## config.mk

```make
export PLATFORM = sky130hd
export DESIGN_NAME = mc_controller
export DESIGN_NICKNAME = d
export VERILOG_FILES = /design/src/rtl/mc_controller.sv
export SDC_FILE = /design/constraint.sdc
export NUM_CORES = 1
export LEC_CHECK = 0
export CAP_MARGIN = 20
export CORE_ASPECT_RATIO = 0.75
export CORE_MARGIN = 5
export CORE_UTILIZATION = 37
export CTS_BUF_LIST = sky130_fd_sc_hd__clkbuf_16
export DETAILED_ROUTE_END_ITERATION = 16
export GPL_TIMING_DRIVEN = 0
export PLACE_DENSITY = 0.82
export REMOVE_ABC_BUFFERS = 1
export SKIP_LAST_GASP = 1
export SLEW_MARGIN = 30
export SYNTH_ARGS = -nofsm -noshare
export SYNTH_HDL_FRONTEND = slang
export SYNTH_SLANG_ARGS = --single-unit
```

## constraint.sdc

```tcl
create_clock -name clk -period 1.6 [get_ports clk]
set_input_delay 0.4 -clock clk [delete_from_list [all_inputs] [get_ports clk]]
set_output_delay 0.4 -clock clk [all_outputs]
set_load 0.005 [all_outputs]
```

## src/rtl/mc_controller.sv

```systemverilog
// mc_controller: multicycle control unit for the ARM multicycle datapath.
//
// Sequences instruction fetch, decode, memory access, execute, writeback and
// branch through a Moore FSM. All datapath selects and enables are registered.
// Each one is computed from the next state, the next cond_q and the current
// Instr, so the values a state needs are present for that whole state.
//
// Ports:
//   clk         in   1   system clock, rising edge
//   reset       in   1   asynchronous, active-high
//   Instr       in   32  current instruction register contents
//   ALUFlags    in   4   {N,Z,C,V} from the ALU, current cycle
//   PCWrite     out  1   PC register enable
//   MemWrite    out  1   data memory write enable
//   RegWrite    out  1   register file write enable
//   IRWrite     out  1   instruction register enable
//   AdrSrc      out  1   0=PC, 1=Result
//   RegSrc      out  2   [0]: RA1 = R15, [1]: RA2 = Rd (combinational from Op)
//   ALUSrcA     out  2   00=A, 01=PC, 10=ALUOut
//   ALUSrcB     out  2   00=WriteData, 01=ExtImm, 10=constant 4
//   ResultSrc   out  2   00=ALUOut, 01=Data, 10=ALUResult
//   ImmSrc      out  2   Instr[27:26]
//   ALUControl  out  2   00=ADD, 01=SUB, 10=AND, 11=ORR
//   state_o     out  4   current FSM state (debug)
//   instr_count out  32  decoded-instruction counter (only with MC_CTRL_PERF_CNT_EN)
//
// Parameter ILLEGAL_TO_FETCH: 1 = Op 11 returns to FETCH, 0 = Op 11 parks in HALT.
// Optional macro MC_CTRL_PERF_CNT_EN adds the instr_count output and its counter.

module mc_controller #(
  parameter bit ILLEGAL_TO_FETCH = 1'b1
) (
  input  logic        clk,
  input  logic        reset,
  input  logic [31:0] Instr,
  input  logic [3:0]  ALUFlags,
  output logic        PCWrite,
  output logic        MemWrite,
  output logic        RegWrite,
  output logic        IRWrite,
  output logic        AdrSrc,
  output logic [1:0]  RegSrc,
  output logic [1:0]  ALUSrcA,
  output logic [1:0]  ALUSrcB,
  output logic [1:0]  ResultSrc,
  output logic [1:0]  ImmSrc,
  output logic [1:0]  ALUControl,
  output logic [3:0]  state_o
`ifdef MC_CTRL_PERF_CNT_EN
  ,
  output logic [31:0] instr_count
`endif
);

  typedef enum logic [3:0] {
    StFetch    = 4'd0,
    StDecode   = 4'd1,
    StMemAdr   = 4'd2,
    StMemRd    = 4'd3,
    StMemWb    = 4'd4,
    StMemWr    = 4'd5,
    StExecuteR = 4'd6,
    StExecuteI = 4'd7,
    StAluWb    = 4'd8,
    StBranch   = 4'd9,
    StHalt     = 4'd10
  } state_e;

  typedef struct packed {
    logic       pc_write;
    logic       mem_write;
    logic       reg_write;
    logic       ir_write;
    logic       adr_src;
    logic [1:0] alu_src_a;
    logic [1:0] alu_src_b;
    logic [1:0] result_src;
    logic [1:0] alu_control;
  } ctrl_t;

  // Instruction fields
  logic [1:0] op;
  logic       i_bit;
  logic [3:0] cmd;
  logic       s_bit;
  logic [3:0] cond;

  assign op    = Instr[27:26];
  assign i_bit = Instr[25];
  assign cmd   = Instr[24:21];
  assign s_bit = Instr[20];
  assign cond  = Instr[31:28];

  // Rn and the low operand bits belong to the datapath only.
  logic unused_instr;
  assign unused_instr = ^{Instr[19:16], Instr[11:0]};

  // ALU operation selected by cmd; anything unsupported falls back to ADD.
  function automatic logic [1:0] alu_op(input logic [3:0] c);
    logic [1:0] r;
    case (c)
      4'b0010, 4'b1010: r = 2'b01;
      4'b0000:          r = 2'b10;
      4'b1100:          r = 2'b11;
      default:          r = 2'b00;
    endcase
    return r;
  endfunction

  // Commands whose result is written back to Rd (CMP and unsupported are not).
  function automatic logic cmd_writes_rd(input logic [3:0] c);
    return (c == 4'b0100) || (c == 4'b0010) || (c == 4'b0000) || (c == 4'b1100);
  endfunction

  // Commands allowed to update the flag register.
  function automatic logic cmd_sets_flags(input logic [3:0] c);
    return cmd_writes_rd(c) || (c == 4'b1010);
  endfunction

  // Commands that also produce meaningful C and V.
  function automatic logic cmd_arith(input logic [3:0] c);
    return (c == 4'b0100) || (c == 4'b0010) || (c == 4'b1010);
  endfunction

  // ARM condition check against {N,Z,C,V}; 1111 never passes.
  function automatic logic cond_check(input logic [3:0] cc, input logic [3:0] f);
    logic n, z, c, v, r;
    {n, z, c, v} = f;
    case (cc)
      4'b0000: r = z;
      4'b0001: r = !z;
      4'b0010: r = c;
      4'b0011: r = !c;
      4'b0100: r = n;
      4'b0101: r = !n;
      4'b0110: r = v;
      4'b0111: r = !v;
      4'b1000: r = c && !z;
      4'b1001: r = !c || z;
      4'b1010: r = (n == v);
      4'b1011: r = (n != v);
      4'b1100: r = !z && (n == v);
      4'b1101: r = z || (n != v);
      4'b1110: r = 1'b1;
      default: r = 1'b0;
    endcase
    return r;
  endfunction

  // Moore output decode for a state. cnd is the cond_q value held in that state.
  function automatic ctrl_t ctrl_for(input state_e st, input logic cnd, input logic [31:0] ins);
    ctrl_t c;
    logic  rd_is_pc;
    c        = '0;
    rd_is_pc = (ins[15:12] == 4'hF);
    case (st)
      StFetch: begin
        c.ir_write   = 1'b1;
        c.alu_src_a  = 2'b01;
        c.alu_src_b  = 2'b10;
        c.result_src = 2'b10;
        c.pc_write   = 1'b1;
      end
      StDecode: begin
        c.alu_src_a  = 2'b01;
        c.alu_src_b  = 2'b10;
        c.result_src = 2'b10;
      end
      StMemAdr: begin
        c.alu_src_b = 2'b01;
      end
      StMemRd: begin
        c.adr_src = 1'b1;
      end
      StMemWb: begin
        c.result_src = 2'b01;
        c.pc_write   = cnd && rd_is_pc;
        c.reg_write  = cnd && !rd_is_pc;
      end
      StMemWr: begin
        c.adr_src   = 1'b1;
        c.mem_write = cnd;
      end
      StExecuteR: begin
        c.alu_control = alu_op(ins[24:21]);
      end
      StExecuteI: begin
        c.alu_src_b   = 2'b01;
        c.alu_control = alu_op(ins[24:21]);
      end
      StAluWb: begin
        c.pc_write  = cnd && cmd_writes_rd(ins[24:21]) && rd_is_pc;
        c.reg_write = cnd && cmd_writes_rd(ins[24:21]) && !rd_is_pc;
      end
      StBranch: begin
        c.alu_src_b  = 2'b01;
        c.result_src = 2'b10;
        c.pc_write   = cnd;
      end
      default: c = '0;
    endcase
    return c;
  endfunction

  state_e     state_q, state_d;
  logic       cond_q, cond_d;
  logic [3:0] flags_q, flags_d;
  ctrl_t      ctrl_q;

  always_comb begin
    state_d = state_q;
    cond_d  = cond_q;
    flags_d = flags_q;
    case (state_q)
      StFetch:  state_d = StDecode;
      StDecode: begin
        cond_d = cond_check(cond, flags_q);
        case (op)
          2'b00:   state_d = i_bit ? StExecuteI : StExecuteR;
          2'b01:   state_d = StMemAdr;
          2'b10:   state_d = StBranch;
          default: state_d = ILLEGAL_TO_FETCH ? StFetch : StHalt;
        endcase
      end
      StMemAdr:   state_d = Instr[20] ? StMemRd : StMemWr;
      StMemRd:    state_d = StMemWb;
      StMemWb:    state_d = StFetch;
      StMemWr:    state_d = StFetch;
      StExecuteR,
      StExecuteI: begin
        state_d = StAluWb;
        // Flags land at the edge ending EXECUTE; cond_q for this instruction is
        // already latched, so the update cannot gate its own writeback.
        if (s_bit && cond_q && cmd_sets_flags(cmd)) begin
          flags_d[3:2] = ALUFlags[3:2];
          if (cmd_arith(cmd)) flags_d[1:0] = ALUFlags[1:0];
        end
      end
      StAluWb:  state_d = StFetch;
      StBranch: state_d = StFetch;
      StHalt:   state_d = StHalt;
      default:  state_d = StFetch;
    endcase
  end

  always_ff @(posedge clk or posedge reset) begin
    if (reset) begin
      state_q <= StFetch;
      cond_q  <= 1'b0;
      flags_q <= 4'b0000;
      ctrl_q  <= ctrl_for(StFetch, 1'b0, 32'h0);
    end else begin
      state_q <= state_d;
      cond_q  <= cond_d;
      flags_q <= flags_d;
      ctrl_q  <= ctrl_for(state_d, cond_d, Instr);
    end
  end

  assign PCWrite    = ctrl_q.pc_write;
  assign MemWrite   = ctrl_q.mem_write;
  assign RegWrite   = ctrl_q.reg_write;
  assign IRWrite    = ctrl_q.ir_write;
  assign AdrSrc     = ctrl_q.adr_src;
  assign ALUSrcA    = ctrl_q.alu_src_a;
  assign ALUSrcB    = ctrl_q.alu_src_b;
  assign ResultSrc  = ctrl_q.result_src;
  assign ALUControl = ctrl_q.alu_control;
  assign state_o    = state_q;

  assign RegSrc = {op == 2'b01, op == 2'b10};
  assign ImmSrc = op;

`ifdef MC_CTRL_PERF_CNT_EN
  // Counts instructions leaving DECODE for real work (wraps naturally).
  always_ff @(posedge clk or posedge reset) begin
    if (reset) begin
      instr_count <= 32'd0;
    end else if (state_q == StDecode && state_d != StHalt) begin
      instr_count <= instr_count + 32'd1;
    end
  end
`endif

endmodule
```

## Yosys cells after proc, flatten, opt, wreduce, memory -nomap -nowiden

Index checks and enable logic that the tools add are counted.

| word-level totals | value |
|---|---|
| bits of input ports | 38 |
| register bits after elaboration | 22 |
| output and inout port bits | 21 |

| operators by class | value |
|---|---|
| mux-type cells | 16 |
| equal/unequal tests | 38 |
| reduce and logical (&&, ||, !) cells | 35 |

Operator list:

| cell | number |
|---|---|
| 4-bit == test, second input constant | 13 |
| 4-bit by 3-bit == test with 1-bit output, second input constant | 11 |
| 4-bit by 2-bit == test with 1-bit output, second input constant | 7 |
| 4-bit one-hot mux with 6 select lines | 1 |
| 4-bit logical NOT | 4 |
| 1-bit one-hot mux with 15 select lines | 1 |
| 4-bit by 1-bit == test with 1-bit output, second input constant | 3 |
| 4-bit one-hot mux with 3 select lines | 1 |
| 2-bit OR reduction | 5 |
| 1-bit logical AND | 9 |
| 2-bit one-hot mux with 2 select lines | 2 |
| 1-bit logical OR | 7 |
| 1-bit two-way mux | 6 |
| 2-bit one-hot mux with 3 select lines | 1 |
| 3-bit OR reduction | 2 |
| 1-bit logical NOT | 5 |
| 1-bit one-hot mux with 4 select lines | 1 |
| 3-bit two-way mux | 1 |
| 3-bit AND reduction | 1 |
| 2-bit by 1-bit == test with 1-bit output, second input constant | 1 |
| 2-bit == test, second input constant | 1 |
| 2-bit logical NOT | 1 |
| 2-bit two-way mux | 1 |
| 1-bit one-hot mux with 2 select lines | 1 |
| other kinds (3) | 3 |

## Logic depth before layout (Yosys ltp)

Gate-level depths: netlist (run 1).

| depth | value |
|---|---|
| word-level depth | 7 |
| gate-level depth with buffers | 7 |
| depth with buffers taken out | 6 |

## Least setup slack after synthesis (run 1)

Ideal clock, no wire load.

| path | value |
|---|---|
| kind | flip-flop to flip-flop |
| from | register state_q[2], in the netlist state_o[2] |
| to | register ctrl_q (netlist bit ALUControl[1]) |
| path slack | -0.185 ns |
| stages on the path, launching flop included | 5 |
| arrival time | 1.691 ns |
| library setup time | 0.094 ns |
| path buffers | 1 |
| cells stage by stage | dfrtp_1 buf_6 or4b_4 or4_4 nor4b_4 |

| between the ends | value |
|---|---|
| longest elaborated chain between the ends | 6 |
| elaborated cells on any way between the ends | 13 |
| classes of those cells | eq/ne (8); mux (2); reduce/logical (3) |

RTL lines:

| element | RTL line | text |
|---|---|---|
| start: declaration | 205 | `state_e state_q, state_d;` |
| start signal: assignment | 248 | `state_q <= StFetch;` |
| start signal: assignment | 253 | `state_q <= state_d;` |
| 4-bit by 3-bit == test with 1-bit output | 214 | `case (state_q)` |
| 2-bit OR reduction | 214 |  |
| 4-bit one-hot mux with 6 select lines * | 214 |  |
| 4-bit by 3-bit == test with 1-bit output | 156 | `case (st)` |
| 2-bit OR reduction (no source line) * | n/a |  |
| 2-bit two-way mux * | n/a |  |
| end signal: assignment | 251 | `ctrl_q <= ctrl_for(StFetch, 1'b0, 32'h0);` |
| end signal: assignment | 256 | `ctrl_q <= ctrl_for(state_d, cond_d, Instr);` |
| end: declaration | 208 | `ctrl_t ctrl_q;` |

Every way passes the cells marked *; elsewhere a longest branch is shown, timed or not.
A chain may end at the register's enable or synchronous reset.

## Final worst setup path (run 1)

| path | value |
|---|---|
| from | register state_q[1], in the netlist state_o[1] |
| to | register ctrl_q (netlist bit PCWrite) |

| between the ends | value |
|---|---|
| longest elaborated chain between the ends | 5 |
| elaborated cells on any way between the ends | 18 |
| classes of those cells | eq/ne (9); mux (3); reduce/logical (6) |

RTL lines:

| element | RTL line |
|---|---|
| 4-bit by 3-bit == test with 1-bit output | 214 |
| 2-bit OR reduction | 214 |
| 4-bit one-hot mux with 6 select lines * | 214 |
| named net state_d[2] | 205 |
| 4-bit == test (tied with other cells) | 156 |
| 1-bit one-hot mux with 4 select lines * | 156 |

The timed path passes the listed nets; every way through them passes the cells marked *.

==> run_results.csv, run 1 <==
group,metric,value,unit
global_routing,grt_remaining_overflow,0,
setup_path,critPathRequiredTime,1770,ps
setup_path,crit_type,"flip-flop to flip-flop",
sta,fmax,555.2,MHz
power,switching_share,34.60,%
setup_path,worst_setup_path_end_kind,"flip-flop",
synthesis,synth_simple_gate_area_share,29.13,%
synthesis,ys_top_cells_by_area,"dfrtp_1, dfstp_2, nand2b_1, o31ai_1, nor2_1",
power,seqPwrFrac,31.7,%
drt,ant_nets,0,
drt,drc_errors,0,
clock_network,cts_tree,"built",
global_routing,grt_pass1_wl,6.037,mm
synthesis,synth_mux_area_share,4.331,%
setup_path,crit_path_start_kind,"flip-flop",
placed_design,dp_cells,204,
sta,rsz0062_at_grt,"yes",
setup_path,r2r_end,"PCWrite",
setup_path,crit_chain,"or4b_4 -> o32ai_4 -> a211oi_2 -> a31oi_1 -> o21ai_1",
sta,fin_ws,-201.1,ps
power,p_int,0.001740,W
floorplan,die_x,77.68,microns
setup_path,r2r-start,"state_o[1]",
sta,finalSetupViolCount,16,
clock_network,clk_latency,260,ps
drt,dr.first_iter.drc_count,114,
floorplan,dieArea,4720,sq um
synthesis,synth_xor_area_share,1.378,%
synthesis,synth.distinct_cells,46,
power,switchingPower,0.0009203,W
clock_network,root_buffer,"clkbuf_16",
setup_path,cp_slowest_cell,"or4b_4",
drt,first_pass_iters,5,
synthesis,netlist_instances,133,
power,p_comb_share,48.3,%
sta,setup_tns,-1767,ps
setup_path,crit_arrival,1970,ps
layout,n_antenna_cell,0,
power,power_density,1304,nW/um^2
layout,drive_gt1_share,35.64,%
sta,clock_skew,4.837,ps
floorplan,die_h,60.76,microns
setup_path,cpPeakStageDelay,600,ps
synthesis,ys_ff_latch,21,
global_routing,grt_max_degree,22,
setup_path,reg2reg_depth,5,
layout,layout.nets,227,
floorplan,ios,59,
placed_design,port_buffers,41,
synthesis,synth_top_family_by_area,"simple AND/OR/NAND/NOR gates",
synthesis,yosysMostFrequentCell,"dfrtp_1",
hold_path,min_path_type,"input pin to flip-flop",
global_routing,grt_pass1_vias,1201,
sta,slew-limit-headroom,48.64,%
synthesis,synth_fa_ha_area_share,0,%
drt,wl,4.112,mm
sta,period_needed,1801,ps
hold_path,holdPathEnd,"ALUSrcB[0]",
floorplan,coreArea,3311,sq um
clock_network,holdBufCountCts,0,
sta,finalHoldViolCount,0,
synthesis,synth-compound-area-share,16.34,%
drt,wl_per_cell,18.04,microns
synthesis,synthTopCellsByCount,"dfrtp_1, nor2_1, nand2_1, nand2b_1, inv_1",
synthesis,avgSynthCellArea,9.558,sq um
sta,whs,383.4,ps
synthesis,synth.cell_area,1271,sq um
floorplan,rows,18,
sta,worst_pin_slew,769.5,ps
layout,finalNonFillerCells,228,
clock_network,cts_htree_levels,1,
synthesis,synthArstFlopShare,100.0,%
setup_path,crit_fanout,5,
power,ir_worst_vdd,740.9,uV
synthesis,yosysTopAreaCell,"dfrtp_1",
synthesis,synthFlopType,"dfrtp_1",
drt,drt-vias-per-instance,5.662,
outcome,status,"complete, but fails checks",
clock_network,clock-sinks,21,
clock_network,cts_buffer_depth,2,
global_routing,grt_use_total,16.43,%
sta,slew_violations,0,
hold_path,min_from,"Instr[26]",
synthesis,synth_top_area_share,31.50,%
sta,min_period_over_period,112.6,%
clock_network,path_clk_slew,60,ps
outcome,violations,"negative setup slack",
clock_network,numCtsBuffers,3,
power,cellLeakagePower,0.9060,nW
layout,area_delta_synth_final,60.53,%
global_routing,antenna_found_initial,0,
setup_path,worst-r2r-setup-slack,-200,ps
synthesis,yosys_warnings,0,
synthesis,ys_seq_area_share,41.83,%
run,maxCapViolCount,0,
floorplan,start_util,38.40,%
synthesis,synth-edff-count,0,
hold_path,whs_path_depth,2,
placed_design,hpwl,2.525,mm
placed_design,place_congestion,0.8378,
drt,vias,1291,
layout,finish.utilization,61.64,%
power,power_frac_clock,20.0,%
-- registers in the layout, summed over array words and instances, names as in the netlist --
name        flops
state_o         4
ALUControl      2
AdrSrc          1
flags_q         4
ResultSrc       2
cond_q          1
ALUSrcA         1
RegWrite        1
IRWrite         1
PCWrite         1
ALUSrcB         2
MemWrite        1
-- cells in the final DEF, fill, tap and decap left out, drive strengths merged, types with 2 or more instances in the layout --
| cell | synthesis | final |
|---|---|---|
| a21oi | 5 | 5 |
| a311oi | 2 | 2 |
| a31oi | 2 | 2 |
| buf | 6 | 24 |
| clkbuf | 4 | 3 |
| clkdlybuf4s15 | 0 | 2 |
| clkdlybuf4s50 | 0 | 23 |
| dfrtp | 16 | 16 |
| dfstp | 5 | 5 |
| dlygate4sd2 | 0 | 10 |
| dlymetal6s2s | 0 | 2 |
| inv | 7 | 7 |
| mux2 | 4 | 4 |
| nand2 | 10 | 10 |
| nand2b | 9 | 9 |
| nand3 | 4 | 4 |
| nand4b | 2 | 2 |
| nor2 | 11 | 11 |
| nor2b | 4 | 4 |
| nor3 | 4 | 4 |
| nor3b | 2 | 2 |
| nor4b | 2 | 2 |
| nor4bb | 3 | 3 |
| o21ai | 3 | 3 |
| o31ai | 6 | 6 |
| o32ai | 4 | 4 |
| or4 | 2 | 2 |
-- cell families after synthesis --
group                     Yosys count
and+or+nand+nor                    59
AOI/OAI and AO/OA                  28
DFF                                21
buffers and inverters              17
muxes                               5
xor gates and xnor gates            2
other                               1
-- how the worst max path moves through the flow --
stage / from / to / slack, ps / depth (start not counted)
global placement: Instr[30] / RegWrite / -790 / 6
detailed placement: Instr[31] / RegWrite / -900 / 6
global route: state_o[1] / ALUControl[1] / -250 / 3
CTS: state_o[1] / ALUControl[1] / -170 / 3
finish: state_o[1] / PCWrite / -200 / 5
floorplan: state_o[1] / ALUControl[1] / -140 / 3
-- what timing repair did --
| item | CTS | global route |
|---|---|---|
| gates resized for setup | 56 | 23 |
| setup endpoints to repair | 27 | 18 |
| setup buffers | 11 | 9 |
| pin swaps | 9 | 8 |
| hold endpoints to repair | 0 | 0 |
-- critical path: cells and delay by family (launching register included) --
family | cells | cell delay [ps]
AO/OA/AOI/OAI | 4 | 700
flip-flops | 1 | 430
AND/OR/NAND/NOR | 1 | 600
-- per-layer routing --
layer / vias up / global-route usage (%) / wire length (microns)
met5: - / 0 / 0
met3: 8 / 3.709 / 243
li1: 595 / - / -
met1: 630 / 20.20 / 1651
met2: 58 / 29.13 / 2124
met4: 0 / 5.147 / 93
-- layout make-up --
| class | count | area, sq um |
|---|---|---|
| clock buffers | 3 | 75.07 |
| clock inverters | 1 | 5.005 |
| fillers | 237 | 1270 |
| inverters | 7 | 26.28 |
| multi-input cells | 95 | 789.5 |
| flip-flops and latches | 21 | 536.8 |
| well taps | 40 | 50.05 |
| repair buffers | 61 | 558.0 |
-- power by group through the flow --
| stage | clock network [W] | logic, W | registers, W |
|---|---|---|---|
| final | 0.000531 | 0.00129 | 0.000843 |
| after global routing | 0.000557 | 0.00137 | 0.000864 |
| after CTS | 0.000535 | 0.00108 | 0.000827 |
| after detailed placement | 0 | 0.000900 | 0.000865 |
| after global placement | 0 | 0.000874 | 0.000852 |
| after floorplan | 0 | 0.000430 | 0.000853 |
-- metrics by stage --
stage / power (W) / cell area [sq um] / setup WS (ps)
global route: 0.002792 / 2041 / -246.2
global placement: 0.001725 / 1673 / -793.0
floorplan: 0.001283 / 1212 / -140.2
CTS: 0.002442 / 1881 / -167.5
finish: 0.002660 / 2041 / -201.1
detailed placement: 0.001764 / 1673 / -902.6
No activity file was read; power rests on OpenSTA's default activity.
==> run 2: changes to the inputs <==
--- a/config.mk
+++ b/config.mk
@@ -12,2 +12,3 @@
 export CTS_BUF_LIST = sky130_fd_sc_hd__clkbuf_16
+export CTS_CLUSTER_SIZE = 10
 export DETAILED_ROUTE_END_ITERATION = 16
@@ -15,3 +16,2 @@
 export PLACE_DENSITY = 0.82
-export REMOVE_ABC_BUFFERS = 1
 export SKIP_LAST_GASP = 1
--- a/constraint.sdc
+++ b/constraint.sdc
@@ -3,2 +3,2 @@
 set_output_delay 0.4 -clock clk [all_outputs]
-set_load 0.005 [all_outputs]
+set_load 0.05 [all_outputs]
==> run 2 against run 1 <==
  * The flow still finishes with violations (negative setup slack)
  * Die area unchanged
  * Critical path depth fell by 1
  * Sequential power is 1% lower
  * Utilization grew 0.15 points
  * Wire length decreased by 1.4%
  * Critical path type unchanged
  * Critical endpoint is now ALUControl[1]
  * Largest power group unchanged
==> run_results.csv, run 2 (same netlist as run 1, synthesis figures left out) <==
group,metric,value,unit
global_routing,grt_pass1_vias,1319,
clock_network,clk_latency,250,ps
clock_network,cts_htree_levels,1,
floorplan,rows,18,
drt,vias,1274,
power,seqPwrFrac,27.1,%
setup_path,crit_type,"flip-flop to flip-flop",
hold_path,min_path_type,"flip-flop to flip-flop",
layout,layout.nets,225,
outcome,violations,"negative setup slack",
setup_path,worst-r2r-setup-slack,-230,ps
sta,worst_pin_slew,785.0,ps
global_routing,use_met2,29.13,%
setup_path,crit_arrival,1990,ps
global_routing,grt_pass1_wl,6.306,mm
setup_path,cp_num_cells,4,
setup_path,startpoint,"state_o[2]",
sta,whs,565.6,ps
global_routing,grt_max_degree,22,
setup_path,crit_path_start_kind,"flip-flop",
setup_path,crit_fanout,3,
run,maxCapViolCount,0,
global_routing,met1_usage,19.80,%
sta,slew_violations,0,
clock_network,cts_buffer_depth,2,
setup_path,reg2reg_depth,4,
clock_network,clock-sinks,21,
placed_design,port_buffers,39,
sta,min_period_over_period,114.4,%
sta,clock_skew,2.028,ps
layout,area_delta_synth_final,60.93,%
floorplan,dieArea,4720,sq um
sta,period_needed,1830,ps
setup_path,endpoint,"ALUControl[1]",
power,ir_worst_vdd,799.3,uV
outcome,status,"complete, but fails checks",
floorplan,coreArea,3311,sq um
drt,first_pass_iters,4,
power,power,0.003075,W
clock_network,holdBufCountCts,0,
setup_path,cpPeakStageDelay,520,ps
clock_network,path_clk_slew,60,ps
drt,dr.first_iter.drc_count,67,
sta,slew-limit-headroom,47.61,%
placed_design,place_congestion,0.8122,
global_routing,grt_remaining_overflow,0,
floorplan,start_util,38.40,%
drt,wl,4.054,mm
sta,rsz0062_at_grt,"yes",
power,switchingPower,0.001369,W
global_routing,grt_use_total,17.15,%
global_routing,grtUsageMet3,3.709,%
placed_design,hpwl,2.724,mm
clock_network,numCtsBuffers,3,
power,power_frac_clock,16.8,%
setup_path,cp_slowest_cell,"or4b_4",
setup_path,cpLargestDelayFamily,"simple AND/OR/NAND/NOR gates",
drt,wl_per_cell,17.94,microns
setup_path,crit_chain,"buf_6 -> or4b_4 -> or4_4 -> nor4b_4",
sta,fmax,546.4,MHz
setup_path,worstPathBufferInverterCount,1,
setup_path,r2r_end,"ALUControl[1]",
drt,drt-vias-per-instance,5.637,
drt,ant_nets,0,
floorplan,ios,59,
synthesis,syn-num-nets,171,
drt,drc_errors,0,
layout,n_antenna_cell,0,
sta,finalSetupViolCount,15,
setup_path,critPathRequiredTime,1760,ps
power,p_int,0.001706,W
floorplan,die_x,77.68,microns
setup_path,r2r-start,"state_o[2]",
global_routing,top_usage_layer,"met2",
floorplan,die_h,60.76,microns
clock_network,cts_tree,"built",
power,switching_share,44.51,%
power,cellLeakagePower,0.8960,nW
global_routing,antenna_found_initial,0,
sta,finalHoldViolCount,0,
setup_path,worst_setup_path_end_kind,"flip-flop",
power,power_density,1503,nW/um^2
layout,final_common_cell,"dlygate4sd2_1",
power,p_comb_share,56.1,%
sta,fin_ws,-230.3,ps
layout,drive_gt1_share,39.78,%
clock_network,root_buffer,"clkbuf_16",
layout,layout_common_cells,"dlygate4sd2_1, dfrtp_1, buf_4, clkdlybuf4s50_1, nand2b_1",
## run 2: changes by cell type in the layout (fill, tap and decap cells not counted), sizes merged
cell	change
inv	+1
dlymetal6s2s	-2
buf	-5
dlygate4sd2	+4
clkbuf	+7
clkinv	-1
clkdlybuf4s15	+5
clkdlybuf4s50	-11
## run 2: worst register-to-register path: stages, from the launching register on
cell and delay [ps]:
dfrtp_2 410, buf_6 120, or4b_4 520, or4_4 460, nor4b_4 230
## run 2: layer usage
metal  wire [microns]  vias to the layer above
met3              291                       17
met1             1577                      607
met4              167                        0
li1                 -                      589
met5                0                        -
met2             2017                       61
## run 2: power by group through the flow
stage | Combinational (W) | Sequential (W) | Clock, W
detailed placement | 0.00145 | 0.000838 | 0
global route | 0.00180 | 0.000853 | 0.000554
floorplan | 0.000532 | 0.00129 | 0
global placement | 0.00141 | 0.000832 | 0
finish | 0.00172 | 0.000833 | 0.000518
CTS | 0.00167 | 0.000826 | 0.000520
## run 2: cell type report
class | instances | area [sq um]
Sequential cell | 21 | 536.8
Multi-Input combinational cell | 95 | 829.5
Inverter | 7 | 26.28
Clock inverter | 1 | 3.754
Buffer | 10 | 85.08
Fill cell | 258 | 1265
Clock buffer | 3 | 75.07
Tap cell | 40 | 50.05
Timing Repair Buffer | 49 | 439.2
## run 2: timing repair
item,CTS,global route
pin swaps,17,4
setup endpoints to repair,34,19
resized for setup,96,10
setup buffers,9,1
gates cloned,0,0
hold endpoints to repair,0,0
## run 2: worst min-delay path by stage
stage | from | endpoint | cells past startpoint | slack, ps
after floorplan | reset | ALUControl[0] | 1 | 370
after global placement | cond_q | cond_q | 2 | 540
after detailed placement | flags_q[1] | flags_q[1] | 1 | 560
after CTS | Instr[22] | flags_q[3] | 2 | 550
after global routing | cond_q | cond_q | 2 | 570
final | cond_q | cond_q | 2 | 570
## run 2: per-stage QoR
stage	area [sq um]	setup WS (ps)	cells	setup TNS (ps)	utilization, %
6_report	2046	-230.3	226	-1812	61.79
5_1_grt	2046	-262.3	226	-2625	61.79
4_1_cts	2024	-217.3	225	-1254	61.15
3_5_place_dp	1723	-1052	212	-10460	52.04
3_3_place_gp	1723	-1039	212	-9346	52.04
2_1_floorplan	1282	-341.1	133	-2898	-
==> run 3: changes to the inputs <==
- CORE_ASPECT_RATIO: 0.75 -> 0.9
==> run 3 against run 2 <==
  * The flow still finishes with violations (negative setup slack)
  * Clock-buffer cell count did not move
  * Sequential power rose by 1%
  * Final area up 5.7%
  * Wire length is 2.4% lower
  * Worst hold slack improved by 9.9 ps
  * Highest routed layer unchanged
  * Total power up 3.0%
  * Global-route usage down 1.1 points
==> run_results.csv, run 3 (same netlist as run 1, synthesis figures left out) <==
group,metric,value,unit
outcome,status,"complete, but fails checks",
outcome,violations,"negative setup slack",
floorplan,dieArea,4709,sq um
clock_network,path_clk_slew,60,ps
placed_design,port_buffers,39,
sta,fmax,563.3,MHz
global_routing,grt_use_total,16.01,%
setup_path,crit_path_start_kind,"flip-flop",
setup_path,crit_fanout,3,
sta,setup_tns,-939.3,ps
sta,fin_ws,-175.4,ps
layout,layout.nets,229,
sta,period_needed,1775,ps
drt,drt-vias-per-instance,5.440,
setup_path,critPathRequiredTime,1760,ps
global_routing,grt_pass1_vias,1332,
setup_path,crit_arrival,1940,ps
drt,wl,3.955,mm
global_routing,grt_max_degree,22,
power,power_density,1465,nW/um^2
clock_network,cts_tree,"built",
global_routing,antenna_found_initial,0,
power,power,0.003168,W
sta,slew-limit-headroom,45.29,%
setup_path,crit_type,"flip-flop to flip-flop",
placed_design,preCtsSetupSlack,-1072,ps
power,cellLeakagePower,0.9439,nW
synthesis,syn-num-nets,171,
setup_path,worst_setup_path_end_kind,"flip-flop",
drt,ant_nets,0,
clock_network,cts_buffer_depth,2,
clock_network,root_buffer,"clkbuf_16",
drt,wl_per_cell,16.90,microns
run,maxCapViolCount,0,
sta,clock_skew,3.442,ps
clock_network,clk_latency,250,ps
global_routing,grt_pass1_wl,6.092,mm
floorplan,start_util,37.91,%
placed_design,place_congestion,0.7740,
sta,slew_violations,0,
layout,layout_common_cells,"buf_4, dlygate4sd2_1, dfrtp_1, clkdlybuf4s50_1, nand2b_1",
layout,fill_cells,261,
drt,vias,1273,
layout,drive_gt1_share,47.89,%
hold_path,min_path_type,"input pin to flip-flop",
drt,drc_errors,0,
layout,area_delta_synth_final,70.08,%
clock_network,cts_htree_levels,1,
clock_network,clock-sinks,21,
layout,n_antenna_cell,0,
floorplan,ios,59,
placed_design,hpwl,2.292,mm
floorplan,die_h,65.61,microns
drt,dr.first_iter.drc_count,69,
floorplan,rows,20,
floorplan,die_x,71.79,microns
sta,finalHoldViolCount,0,
drt,first_pass_iters,4,
global_routing,grt_remaining_overflow,0,
power,ir_worst_vdd,807.5,uV
sta,rsz0062_at_grt,"yes",
sta,finalSetupViolCount,14,
sta,worst_pin_slew,819.7,ps
floorplan,coreArea,3353,sq um
clock_network,numCtsBuffers,3,
sta,min_period_over_period,111.0,%
==> run 3: cell type report <==
type                            count  area (sq um)  share of cell area [%]
Multi-Input combinational cell     95         897.1                   41.49
Sequential cell                    21         536.8                   24.83
Timing Repair Buffer               55         499.2                   23.09
Clock buffer                        3         75.07                   3.472
Buffer                              8         67.56                   3.125
Tap cell                           44         55.05                   2.546
Inverter                            7         26.28                   1.215
Clock inverter                      1         5.005                  0.2315
==> run 3: critical path: stages (launching register included) <==
cell,delay (ps)
dfrtp_2,430
or4b_4,590
or4_4,460
nor4b_4,210
==> run 3: worst paths after layout <==
path / startpoint / depth (start not counted) / slack, ps / end
max: state_o[1] / 3 / -180 / ALUControl[1]
min: Instr[22] / 2 / 580 / flags_q[2]
max reg2reg: state_o[1] / 3 / -180 / ALUControl[1]
min reg2reg: flags_q[1] / 1 / 600 / flags_q[1]
max in group asynchronous: reset / 2 / 420 / state_o[2]
min in group asynchronous: reset / 2 / 610 / RegWrite
==> run 3: layer usage <==
layer	global-route usage (%)	routed length, microns	vias up
met1	20.42	1647	608
li1	-	-	601
met2	26.26	1929	55
met5	0	0	-
met4	4.695	64	0
met3	4.587	312	9
==> run 3: report_power, final <==
part	leakage, nW	total (W)	switching, W	internal (W)
sequential	0.263	0.000841	0.000108	0.000734
combinational	0.640	0.00180	0.00110	0.000693
clock	0.0409	0.000531	0.000195	0.000336
==> run 3: through the flow <==
step / hold WS (ps) / area [sq um] / cells / util, %
floorplan: 372.5 / 1282 / 133 / -
finish: 575.5 / 2162 / 234 / 64.48
global route: 614.1 / 2162 / 234 / 64.48
CTS: 577.7 / 2066 / 233 / 61.60
detailed placement: 540.4 / 1728 / 216 / 51.53
global placement: 546.3 / 1728 / 216 / 51.53
==> run 3: what timing repair did <==
item / CTS / global route
gates resized for setup: 91 / 32
pin swaps: 21 / 16
setup endpoints to repair: 34 / 23
hold buffers: 0 / 0
setup buffers: 13 / 3
